File: config.mk
export PLATFORM = sky130hd
export DESIGN_NAME = track_sequencer
export DESIGN_NICKNAME = d
export VERILOG_FILES = /design/src/rtl/track_sequencer_pkg.sv /design/src/rtl/track_sequencer_step_timer.sv /design/src/rtl/track_sequencer.sv
export SDC_FILE = /design/constraint.sdc
export NUM_CORES = 1
export LEC_CHECK = 0
export BUFFER_PORTS_ARGS = -buffer_cell sky130_fd_sc_hd__buf_2
export CAP_MARGIN = 0
export CELL_PAD_IN_SITES_DETAIL_PLACEMENT = 1
export CELL_PAD_IN_SITES_GLOBAL_PLACEMENT = 1
export CORE_MARGIN = 2
export CORE_UTILIZATION = 53
export DETAILED_ROUTE_END_ITERATION = 8
export PLACE_DENSITY_LB_ADDON = 0.05
export SLEW_MARGIN = 20
export SYNTH_ARGS = -nofsm -noshare
export SYNTH_HDL_FRONTEND = slang
export SYNTH_HIERARCHICAL = 1
export SYNTH_SLANG_ARGS = --single-unit
File: constraint.sdc
create_clock -name clk -period 3.7 [get_ports clk]
set_input_delay 0.37 -clock clk [delete_from_list [all_inputs] [get_ports clk]]
set_output_delay 0.37 -clock clk [all_outputs]
set_load 0.005 [all_outputs]
File: src/rtl/track_sequencer_pkg.sv
// Shared types and constants for the two-track step sequencer.
// Provides the default note width, the rest code and the FSM state type.
package track_sequencer_pkg;

    localparam int NOTE_W_DEF = 4;
    localparam logic [NOTE_W_DEF-1:0] NOTE_REST = '0;

    typedef enum logic {
        SEQ_IDLE,
        SEQ_RUN
    } seq_state_t;

endpackage

File: src/rtl/track_sequencer_step_timer.sv
// Tempo divider: tick pulses for one cycle every TICK_DIV enabled cycles.
// Ports: clk, rst_n (async low), en (count enable, clears when low) -> tick.
module track_sequencer_step_timer #(
    parameter int TICK_DIV = 6_250_000
) (
    input  logic clk,
    input  logic rst_n,
    input  logic en,
    output logic tick
);

    localparam int CW = (TICK_DIV > 1) ? $clog2(TICK_DIV) : 1;
    localparam logic [CW-1:0] LAST = CW'(TICK_DIV - 1);

    logic [CW-1:0] cnt;

    always_ff @(posedge clk or negedge rst_n) begin
        if (!rst_n) begin
            cnt <= '0;
        end else if (!en || cnt == LAST) begin
            cnt <= '0;
        end else begin
            cnt <= cnt + CW'(1);
        end
    end

    assign tick = en && (cnt == LAST);

endmodule

File: src/rtl/track_sequencer.sv
// Two-track loop sequencer: records live notes into the selected track on
// each step tick and plays both tracks back as registered note codes.
// Ports: clk, rst_n (async low), current_track, tracks_playing[1:0],
//   rec_en, key_note -> note_out_0, note_out_1, step_idx, running,
//   plus click when TRACK_SEQ_METRONOME_EN is defined.
module track_sequencer
    import track_sequencer_pkg::*;
#(
    parameter int NOTE_W   = NOTE_W_DEF,
    parameter int DEPTH    = 32,
    parameter int TICK_DIV = 6_250_000
) (
    input  logic                     clk,
    input  logic                     rst_n,
    input  logic                     current_track,
    input  logic [1:0]               tracks_playing,
    input  logic                     rec_en,
    input  logic [NOTE_W-1:0]        key_note,
    output logic [NOTE_W-1:0]        note_out_0,
    output logic [NOTE_W-1:0]        note_out_1,
    output logic [$clog2(DEPTH)-1:0] step_idx,
    output logic                     running
`ifdef TRACK_SEQ_METRONOME_EN
    ,
    output logic                     click
`endif
);

    localparam int SW = $clog2(DEPTH);

    seq_state_t state, state_next;

    logic              active, tick, go, wr_en;
    logic [1:0]        play_q, play_chg;
    logic [1:0][DEPTH-1:0] valid;
    logic [NOTE_W-1:0] mem0 [DEPTH];
    logic [NOTE_W-1:0] mem1 [DEPTH];
    logic [NOTE_W-1:0] rd0, rd1, nn0, nn1;
    logic [SW-1:0]     step_nxt;

    function automatic logic [NOTE_W-1:0] pick(
        input logic              mon,
        input logic              play,
        input logic [NOTE_W-1:0] rd,
        input logic [NOTE_W-1:0] key
    );
        if (mon) return key;
        if (play) return rd;
        return NOTE_W'(NOTE_REST);
    endfunction

    track_sequencer_step_timer #(
        .TICK_DIV(TICK_DIV)
    ) u_timer (
        .clk  (clk),
        .rst_n(rst_n),
        .en   (state == SEQ_RUN),
        .tick (tick)
    );

    assign active   = (|tracks_playing) | rec_en;
    assign go       = (state_next == SEQ_RUN);
    assign wr_en    = tick && rec_en;
    assign play_chg = tracks_playing ^ play_q;
    assign step_nxt = step_idx + SW'(1);
    assign running  = (state == SEQ_RUN);

    always_ff @(posedge clk or negedge rst_n) begin
        if (!rst_n) state <= SEQ_IDLE;
        else        state <= state_next;
    end

    always_comb begin
        state_next = state;
        unique case (state)
            SEQ_IDLE: if (active)  state_next = SEQ_RUN;
            SEQ_RUN:  if (!active) state_next = SEQ_IDLE;
            default:               state_next = SEQ_IDLE;
        endcase
    end

    // Data arrays carry no reset so they map onto RAM; valid bits gate them.
    always_ff @(posedge clk) begin
        if (wr_en && !current_track) mem0[step_idx] <= key_note;
        if (wr_en &&  current_track) mem1[step_idx] <= key_note;
    end

    // Read happens alongside the write, so a same-step read sees old data.
    assign rd0 = valid[0][step_idx] ? mem0[step_idx] : '0;
    assign rd1 = valid[1][step_idx] ? mem1[step_idx] : '0;

    always_comb begin
        nn0 = note_out_0;
        nn1 = note_out_1;
        if (!go) begin
            nn0 = '0;
            nn1 = '0;
        end else begin
            if (tick || play_chg[0])
                nn0 = pick(rec_en && !current_track,
                           tracks_playing[0], rd0, key_note);
            if (tick || play_chg[1])
                nn1 = pick(rec_en && current_track,
                           tracks_playing[1], rd1, key_note);
        end
    end

    always_ff @(posedge clk or negedge rst_n) begin
        if (!rst_n) begin
            valid      <= '0;
            play_q     <= '0;
            step_idx   <= '0;
            note_out_0 <= '0;
            note_out_1 <= '0;
        end else begin
            play_q     <= tracks_playing;
            note_out_0 <= nn0;
            note_out_1 <= nn1;
            if (wr_en)
                valid[current_track][step_idx] <= (key_note != '0);
            if (!go)
                step_idx <= '0;
            else if (tick)
                step_idx <= step_nxt;
        end
    end

`ifdef TRACK_SEQ_METRONOME_EN
    // Pulse lands with the note update whose new step is a multiple of 4.
    always_ff @(posedge clk or negedge rst_n) begin
        if (!rst_n) click <= 1'b0;
        else        click <= tick && go && (step_nxt[1:0] == 2'b00);
    end
`endif

endmodule

# --- Yosys cells after proc, flatten, opt, wreduce, memory -nomap -nowiden ---
# Memories as Yosys holds them, arrays and structs flattened.
# Index checks and enable logic that the tools add are counted.
word_totals:
  wordCells: 82
  n_memories: 2
  ff_bits: 103
  mem_bits_rw: 256
classes:
  n_eq_ne: 4
  magnitude_cmp: 4
  mux: 45
  n_reduce_logical: 15
  n_bitwise: 2
  add_sub_neg: 2
memory_table:
  columns: ["name", "words", "width", "rd", "rd_clocked_by_memory_dff", "wr", "line_no", "source"]
  rows:
  - ["mem0", 32, 4, 1, 0, 1, "track_sequencer.sv:36", "logic [NOTE_W-1:0] mem0 [DEPTH];"]
  - ["mem1", 32, 4, 1, 0, 1, "track_sequencer.sv:37", "logic [NOTE_W-1:0] mem1 [DEPTH];"]
ops:
  columns: ["cell", "n"]
  rows:
  - ["$bwmux W64", 1]
  - ["$mux W4", 14]
  - ["$demux W32 S1", 1]
  - ["$mux W32", 1]
  - ["$add A23 B1 Y23 const B", 1]
  - ["$eq A23 B23 Y1 const B", 1]
  - ["$mux W23", 1]
  - ["$mux W1", 22]
  - ["$bmux W1 S5", 2]
  - ["$mux W5", 2]
  - ["$logic_and A1 B1 Y1", 8]
  - ["$lt A5 B6 Y1 const B", 1]
  - ["$ne A2 B1 Y1 const B", 3]
  - ["$add A5 B1 Y5 const B", 1]
  - ["$demux W1 S5", 1]
  - ["$ge A5 B1 Y1 const B", 1]
  - ["$reduce_bool A4 Y1", 1]
  - ["$logic_or A1 B1 Y1", 3]
  - ["$logic_not A1 Y1", 2]
  - ["$lt A1 B2 Y1 const B", 1]
  - ["$reduce_or A2 Y1", 1]
  - ["$xor A2 B2 Y2", 1]
  - ["$ge A1 B1 Y1 const B", 1]
  - ["$or A1 B1 Y1", 1]

# --- Depth between registers and ports, before layout ---
# Gate-level depths: netlist of run 1.
logic_depth:
  ltp_word: 12
  mapped_depth: 10

# --- Modules after synthesis ---
# Netlist of run 1, hierarchy kept.
by_module_without_submodules:
  columns: ["mod", "n_inst", "cells_each", "area_per_inst_um2", "seq_area_each_um2"]
  rows:
  - ["track_sequencer", 1, 935, 13789.5, 9689.3]
  - ["track_sequencer_step_timer", 1, 123, 1182.4, 575.6]

# --- Worst setup path after synthesis of run 1 ---
# No wires, ideal clock.
synth_path:
  path_kind: "register -> register"
  start: "reg u_timer.cnt[13]"
  end: "mem mem0[14][0] (netlist bit), enable pin"
  n_path_buf: 2
  path_slack_ns: 0.688
  setup_ns: 0.344
  t_arrival_ns: 2.668
  required_ns: 3.356
  stages_incl_launch_ff: 8
  synth_period_minus_slack_ns: 3.012
  path_cell_list: "dfrtp_1 -> or4b_1 -> or4_4 -> nor3_1 -> clkbuf_1 -> clkbuf_1 -> nand3_1 -> nor2_1"
synth_via:
  elab_chain_len: 6
synth_rtl:
  columns: ["item", "line_no", "source"]
  rows:
  - ["from (decl)", "track_sequencer_step_timer.sv:15", "logic [CW-1:0] cnt;"]
  - ["from (signal assigned)", "track_sequencer_step_timer.sv:23", "cnt <= cnt + CW'(1);"]
  - ["$eq A23 B23 Y1", "track_sequencer_step_timer.sv:27", "assign tick = en && (cnt == LAST);"]
  - ["$logic_and A1 B1 Y1", "track_sequencer_step_timer.sv:27", null]
  - ["named net tick", "track_sequencer.sv:33", "logic active, tick, go, wr_en;"]
  - ["$logic_and A1 B1 Y1", "track_sequencer.sv:63", "assign wr_en = tick && rec_en;"]
  - ["$logic_and A1 B1 Y1", "track_sequencer.sv:84", "if (wr_en && !current_track) mem0[step_idx] <= key_note;"]
  - ["$mux W1", "track_sequencer.sv:84", null]
  - ["$mux W1 (implied by the code)", "track_sequencer.sv:84", null]
  - ["to (decl)", "track_sequencer.sv:36", null]
# The timed path passes the listed nets, and every way through them passes these cells.

# --- Worst setup path in the final report of run 1 ---
layout_path:
  start: "reg u_timer.cnt[13]"
  end: "mem mem0[3][2] (netlist bit), enable pin"
# The elaborated chain is that of the path after synthesis.

==> metrics.md, run 1 <==
| Metric | Value |
|---|---|
| Chip width | 172 µm |
| RSZ-0062 raised after global routing | false |
| Final nets | 1,114 |
| Post-Layout Cell Count | 1,507 |
| Vias in the first global route | 9,539 |
| Worst skew pair latency | 0.52 ns |
| Clk slew on worst S/H paths | 0.05 ns |
| Syn Area/Cell | 14.2 µm² |
| Worst-Margin Slew | 1.04 ns |
| Worst setup SP type | flip-flop |
| DR vias | 9,141 |
| Worst setup EP type | flip-flop |
| WL/cell | 26.0 µm |
| Clk buf depth | 3 |
| Met1 usage | 37.5% |
| Final hold vios | 5 |
| Placed cell count | 1,436 |
| Crit path cell chain | or4b_1, or4_4, nor3_2, buf_4, nand3_1, nor2_1 |
| Fin Clk Skew | 0.0140 ns |
| Iter 0 DRT Violations | 722 |
| CP required | 3.85 ns |
| Sequential share of the synthesized area | 68.6% |
| Failing checks | hold timing |
| Setup slack, reg-to-reg | 0.37 ns |
| Mapped Nets | 1,073 |
| Routability cong. | 0.803 |
| TritonCTS clock tree | yes |
| Max Freq | 0.301 GHz |
| Die Y-Extent | 172 µm |
| Worst hold slack | -0.00820 ns |
| Worst path slowest cell | nor2_1 |
| Post-CTS Setup Bufs | 0 |
| Total track usage | 27.4% |
| Met3 GRT Util | 4.10% |
| Area of the die | 29,600 µm² |
| First-pass GRT wire length | 59,000 µm |
| Max cap viols | 0 |
| Worst EP arrival | 3.48 ns |
| Final WL | 39,100 µm |
| IO Pins | 24 |
| Hold crit path type | in2async |
| Gate Count Post-Synth | 1,058 |
| Initial antenna violation count | 0 |
| Power Density | 500 nW/µm² |
| Core ar. | 27,800 µm² |
| Most Crowded Layer GR | met2 |
| Max_slew headroom | 30.0% |
| Synth Flop Type | edfxtp_1 |
| Leak | 0.00577 µW |
| VDD IR max | 0.000411 V |
| Mapped Area | 15,000 µm² |
| Vias/cell | 6.07 |
| Area grow syn2layout | 11.7% |
| Post-cts sizing count | 0 |
| Status | complete, but fails checks |
| # diodes | 0 |
| Largest net degree at the start of global routing | 62 |
| Initial Util | 53.9% |
| M2 GR Usage | 45.4% |
| Fin crit period | 3.33 ns |
| Antenna viol nets, final | 0 |
| Share of cells above drive strength 1 | 10.8% |
| Num CTS Buffers | 39 |
| CP max stage delay | 0.61 ns |
| Netlist cell types | 45 |
| GRT overflow | 0 |
| Drt pass-1 iters | 5 |
| HPWL Detailed | 26,000 µm |
| Bufs and invs on worst path | 1 |
| Synth Warn # | 6 |
| Util after Layout | 60.2% |
| Post-route setup TNS | 0 ns |
| Fillers | 2,669 |
| Asr flop ratio synth | 28.7% |
| DRC | 0 |
| Final period util | 89.9% |
| PortBufs | 23 |
| Row count | 61 |
| Root cell of the clock tree | clkbuf_16 |
| Worst Path Max Fanout | 15 |
| Hold_buf cts | 0 |
| CTS H-tree lvls | 2 |
| Number of synthesized flops with an enable pin | 256 |
| Max Slew Vio Count | 0 |
| Final setup vio count | 0 |
| CTS sink cnt | 359 |
| Kind of critical path | reg2reg |
| Post-synthesis register bit count | 359 |
| CP top delay family | simple AND/OR/NAND/NOR gates |
==> final timing paths <==
kind | start | depth (start not counted) | endpoint
setup / recovery | u_timer/cnt[13] | 6 | mem0[3][2]
hold / removal | rst_n | 1 | u_timer/cnt[2]
setup reg to reg | u_timer/cnt[13] | 6 | mem0[3][2]
hold reg to reg | u_timer/cnt[0] | 1 | u_timer/cnt[0]
max in group asynchronous | rst_n | 2 | valid[10]
min in group clk | tracks_playing[1] | 1 | play_q[1]
==> sequential cells by signal (all words and copies together) (netlist names) <==
signal	cells
note_out_0	4
running	1
mem0	128
valid	64
step_idx	5
note_out_1	4
u_timer/cnt	23
play_q	2
mem1	128
==> synth_stat cells, types with 2 or more instances <==
library cell / instances / area, µm²
nand3_1: 13 / 65.1
buf_4: 6 / 45.0
nor3b_1: 2 / 15.0
nand4bb_1: 6 / 67.6
nand2_1: 21 / 78.8
edfxtp_1: 256 / 7690
buf_2: 14 / 70.1
o21ai_0: 4 / 20.0
nand3b_1: 4 / 30.0
nor3_1: 6 / 30.0
or3b_1: 2 / 17.5
dfrtp_1: 103 / 2580
nor4_1: 10 / 62.6
or4b_1: 5 / 50.1
or3_1: 2 / 12.5
nand4_1: 10 / 62.6
or4_4: 3 / 33.8
nor2_1: 168 / 631
or4_1: 20 / 150
a21oi_1: 66 / 330
xnor2_1: 14 / 123
o221ai_1: 8 / 70.1
o22ai_1: 80 / 500
nand4b_2: 2 / 30.0
o21ai_2: 2 / 17.5
ha_1: 5 / 62.6
buf_6: 16 / 180
and3_1: 4 / 25.0
clkbuf_1: 15 / 56.3
mux2i_1: 161 / 1610
nand4b_4: 2 / 47.6
xor2_1: 7 / 61.3
inv_1: 9 / 33.8
==> area by class of cell <==
type | count | area (µm²) | area share [%]
clock inverter | 10 | 95.1 | 0.568
timing repair buffer | 52 | 385 | 2.30
inverter | 9 | 33.8 | 0.202
sequential | 359 | 10300 | 61.4
tap | 378 | 473 | 2.83
multi-input combinational | 638 | 4320 | 25.8
clock buffer | 61 | 1150 | 6.88
==> through the flow <==
step / instance area [µm²] / total power (µW) / hold slack, ns / worst slack [ns]
floorplan: 15000 / 4540 / 0.0744 / 0.688
global placement: 15500 / 4670 / 0.482 / 0.461
detailed placement: 15500 / 4670 / 0.485 / 0.414
CTS: 16700 / 8430 / 0.0187 / 0.344
global route: 16700 / 8600 / 0.0327 / 0.213
finish: 16700 / 8370 / -0.00820 / 0.374
==> kinds of logic (layout without fill, tap and decap cells) <==
family / after synthesis / after routing / share of synthesized area [%]
xor+xnor: 21 / 21 / 1.23
simple gates: 287 / 287 / 9.81
mux: 161 / 161 / 10.8
compound gates: 164 / 164 / 6.54
buf+inv: 61 / 132 / 2.67
flops: 359 / 359 / 68.6
fa+ha+maj: 5 / 5 / 0.418
==> report_power, final <==
group | switching, µW | internal, µW | total, µW
clock network | 1510 | 2270 | 3780
logic | 152 | 54.7 | 206
registers | 36.2 | 4350 | 4380
==> cell usage in the layout, fill, tap and decap left out, drive strengths merged, types with 7 or more instances in the layout <==
cell type	n
edfxtp	256
nor2	168
mux2i	161
dfrtp	103
o22ai	80
a21oi	66
clkbuf	61
buf	52
or4	23
nand2	21
xnor2	14
nand3	14
nand4	11
nor4	10
inv	9
o221ai	8
clkinv	8
xor2	7
nor3	7
o21ai	7
==> metal layers <==
layer	vias to the layer above	part of all wire (%)	wire length (µm)
li1	4109	-	-
met1	4704	43	16800
met2	245	48	18900
met3	83	5.3	2070
met4	0	3.2	1260
met5	-	0	0
(Power assumes the default switching activity.)
==> run 2, diff against run 1 <==
BUFFER_PORTS_ARGS = unset   (was -buffer_cell sky130_fd_sc_hd__buf_2)
CORE_UTILIZATION = 54   (was 53)
DONT_BUFFER_PORTS = 1   (was unset)
==> metrics.md, run 2 (synthesized netlist as in run 1, its figures left out) <==
| Metric | Value |
|---|---|
| Status | finished clean |
| Vias in the first global route | 9,544 |
| Area grow syn2layout | 11.4% |
| Critical Path Source | u_timer/cnt[13] |
| Chip width | 171 µm |
| First-pass GRT wire length | 59,300 µm |
| GRT overflow | 0 |
| Final nets | 1,082 |
| VDD IR max | 0.000419 V |
| Num CTS Buffers | 39 |
| Row count | 60 |
| Iter 0 DRT Violations | 638 |
| HPWL Detailed | 23,300 µm |
| Clk buf depth | 3 |
| Worst setup EP type | flip-flop |
| Worst setup SP type | flip-flop |
| CP required | 3.85 ns |
| Initial Util | 55.2% |
| Vias/cell | 6.17 |
| Routability cong. | 0.832 |
| Worst-Margin Slew | 1.05 ns |
| Initial antenna violation count | 0 |
| Largest net degree at the start of global routing | 104 |
| Worst Path Max Fanout | 15 |
| Cell area after layout | 16,700 µm² |
| Setup slack, reg-to-reg | 0.32 ns |
| Core ar. | 27,100 µm² |
| PnR Total Power | 8470 µW |
| Final WL | 39,200 µm |
| Max cap viols | 0 |
| Antenna viol nets, final | 0 |
| Fin Clk Skew | 0.0162 ns |
| Post-route setup TNS | 0 ns |
| Max Slew Vio Count | 0 |
| Hold wc startpoint | tracks_playing[0] |
| Final period util | 91.2% |
| Max Freq | 0.296 GHz |
| # diodes | 0 |
| Final setup vio count | 0 |
| Clk slew on worst S/H paths | 0.06 ns |
| Hold path depth | 2 |
| Commonest non-fill, non-tap cell in the layout | edfxtp_1 |
| Worst r2r path cells | 6 |
| CTS H-tree lvls | 2 |
| Fin crit period | 3.38 ns |
| Leak | 0.00567 µW |
| Worst hold slack | 0.0127 ns |
| Kind of critical path | reg2reg |
| Total track usage | 27.8% |
| Power Density | 508 nW/µm² |
| Worst skew pair latency | 0.52 ns |
| DRC | 0 |
| Reg-to-Reg Start | u_timer/cnt[13] |
| Area after DPL | 15,200 µm² |
| Worst EP arrival | 3.53 ns |
| Die Y-Extent | 171 µm |
| Max_slew headroom | 29.4% |
| Hold crit path type | in2reg |
| WL/cell | 26.7 µm |
| Top flop regs | mem0 x128, mem1 x128, valid x64 |
| Area of the die | 29,100 µm² |
| PortBufs | 0 |
| Root cell of the clock tree | clkbuf_16 |
| IO Pins | 24 |
| Util after Layout | 61.5% |
| Commonest non-fill, non-tap cells in the layout | edfxtp_1, nor2_1, mux2i_1 |
| Final hold vios | 0 |
| Share of cells above drive strength 1 | 8.75% |
| RSZ-0062 raised after global routing | false |
| DR vias | 9,063 |
| TritonCTS clock tree | yes |
| Drt pass-1 iters | 5 |
| CTS sink cnt | 359 |
-- run 2: changes by cell type in the layout (fill, tap and decap cells not counted), moves of 2 or more --
cell	previous run	this run
buf_2	22	0
dlygate4sd3_1	0	3
buf_16	0	5
clkinv_2	4	10
clkinvlp_4	0	2
buf_4	26	9
clkbuf_1	15	7
-- run 2: worst max-delay path, cell delays in order, from the launching register on --
cell     delay [ns]
dfrtp_1        0.43
or4b_1         0.53
or4_4          0.53
nor3_2         0.12
buf_4          0.23
nand3_1        0.52
nor2_1         0.63
-- run 2: cell type report --
class | instances | area, µm²
clock buffer | 52 | 1110
clock inverter | 19 | 178
fill | 2507 | 10400
inverter | 9 | 33.8
multi-input combinational | 638 | 4320
sequential | 359 | 10300
tap | 372 | 465
timing repair buffer | 20 | 295
-- run 2: final timing paths --
path                             endpoint
max in group asynchronous     step_idx[1]
min in group asynchronous   note_out_1[0]
min reg2reg                u_timer/cnt[0]
max                            mem1[5][3]
min                               running
max reg2reg                    mem1[5][3]
-- run 2: where the power goes --
part	total [µW]	internal, µW	switching, µW
Combinational	200	57.3	143
Clock	3890	2320	1570
Sequential	4390	4350	40.2
-- run 2: what timing repair did --
item,CTS,global route
endpoints found under the hold margin,361,0
setup buffers,0,0
hold buffers,8,0
endpoints found under the setup margin,0,0
gates resized for setup,0,0
-- run 2: stage by stage --
step                std cells  setup slack [ns]
floorplan                1058             0.688
global placement         1390             0.474
detailed placement       1390             0.397
CTS                      1469             0.342
global route             1469             0.215
finish                   1469             0.325
-- run 2: metal layers --
| metal | wire [µm] | global-route usage, % | up-vias |
|---|---|---|---|
| met5 | 0 | 0 | - |
| met4 | 1330 | 10.2 | 0 |
| met3 | 2040 | 5.07 | 87 |
| met2 | 18900 | 45.7 | 231 |
| met1 | 16900 | 37.4 | 4684 |
| li1 | - | - | 4061 |
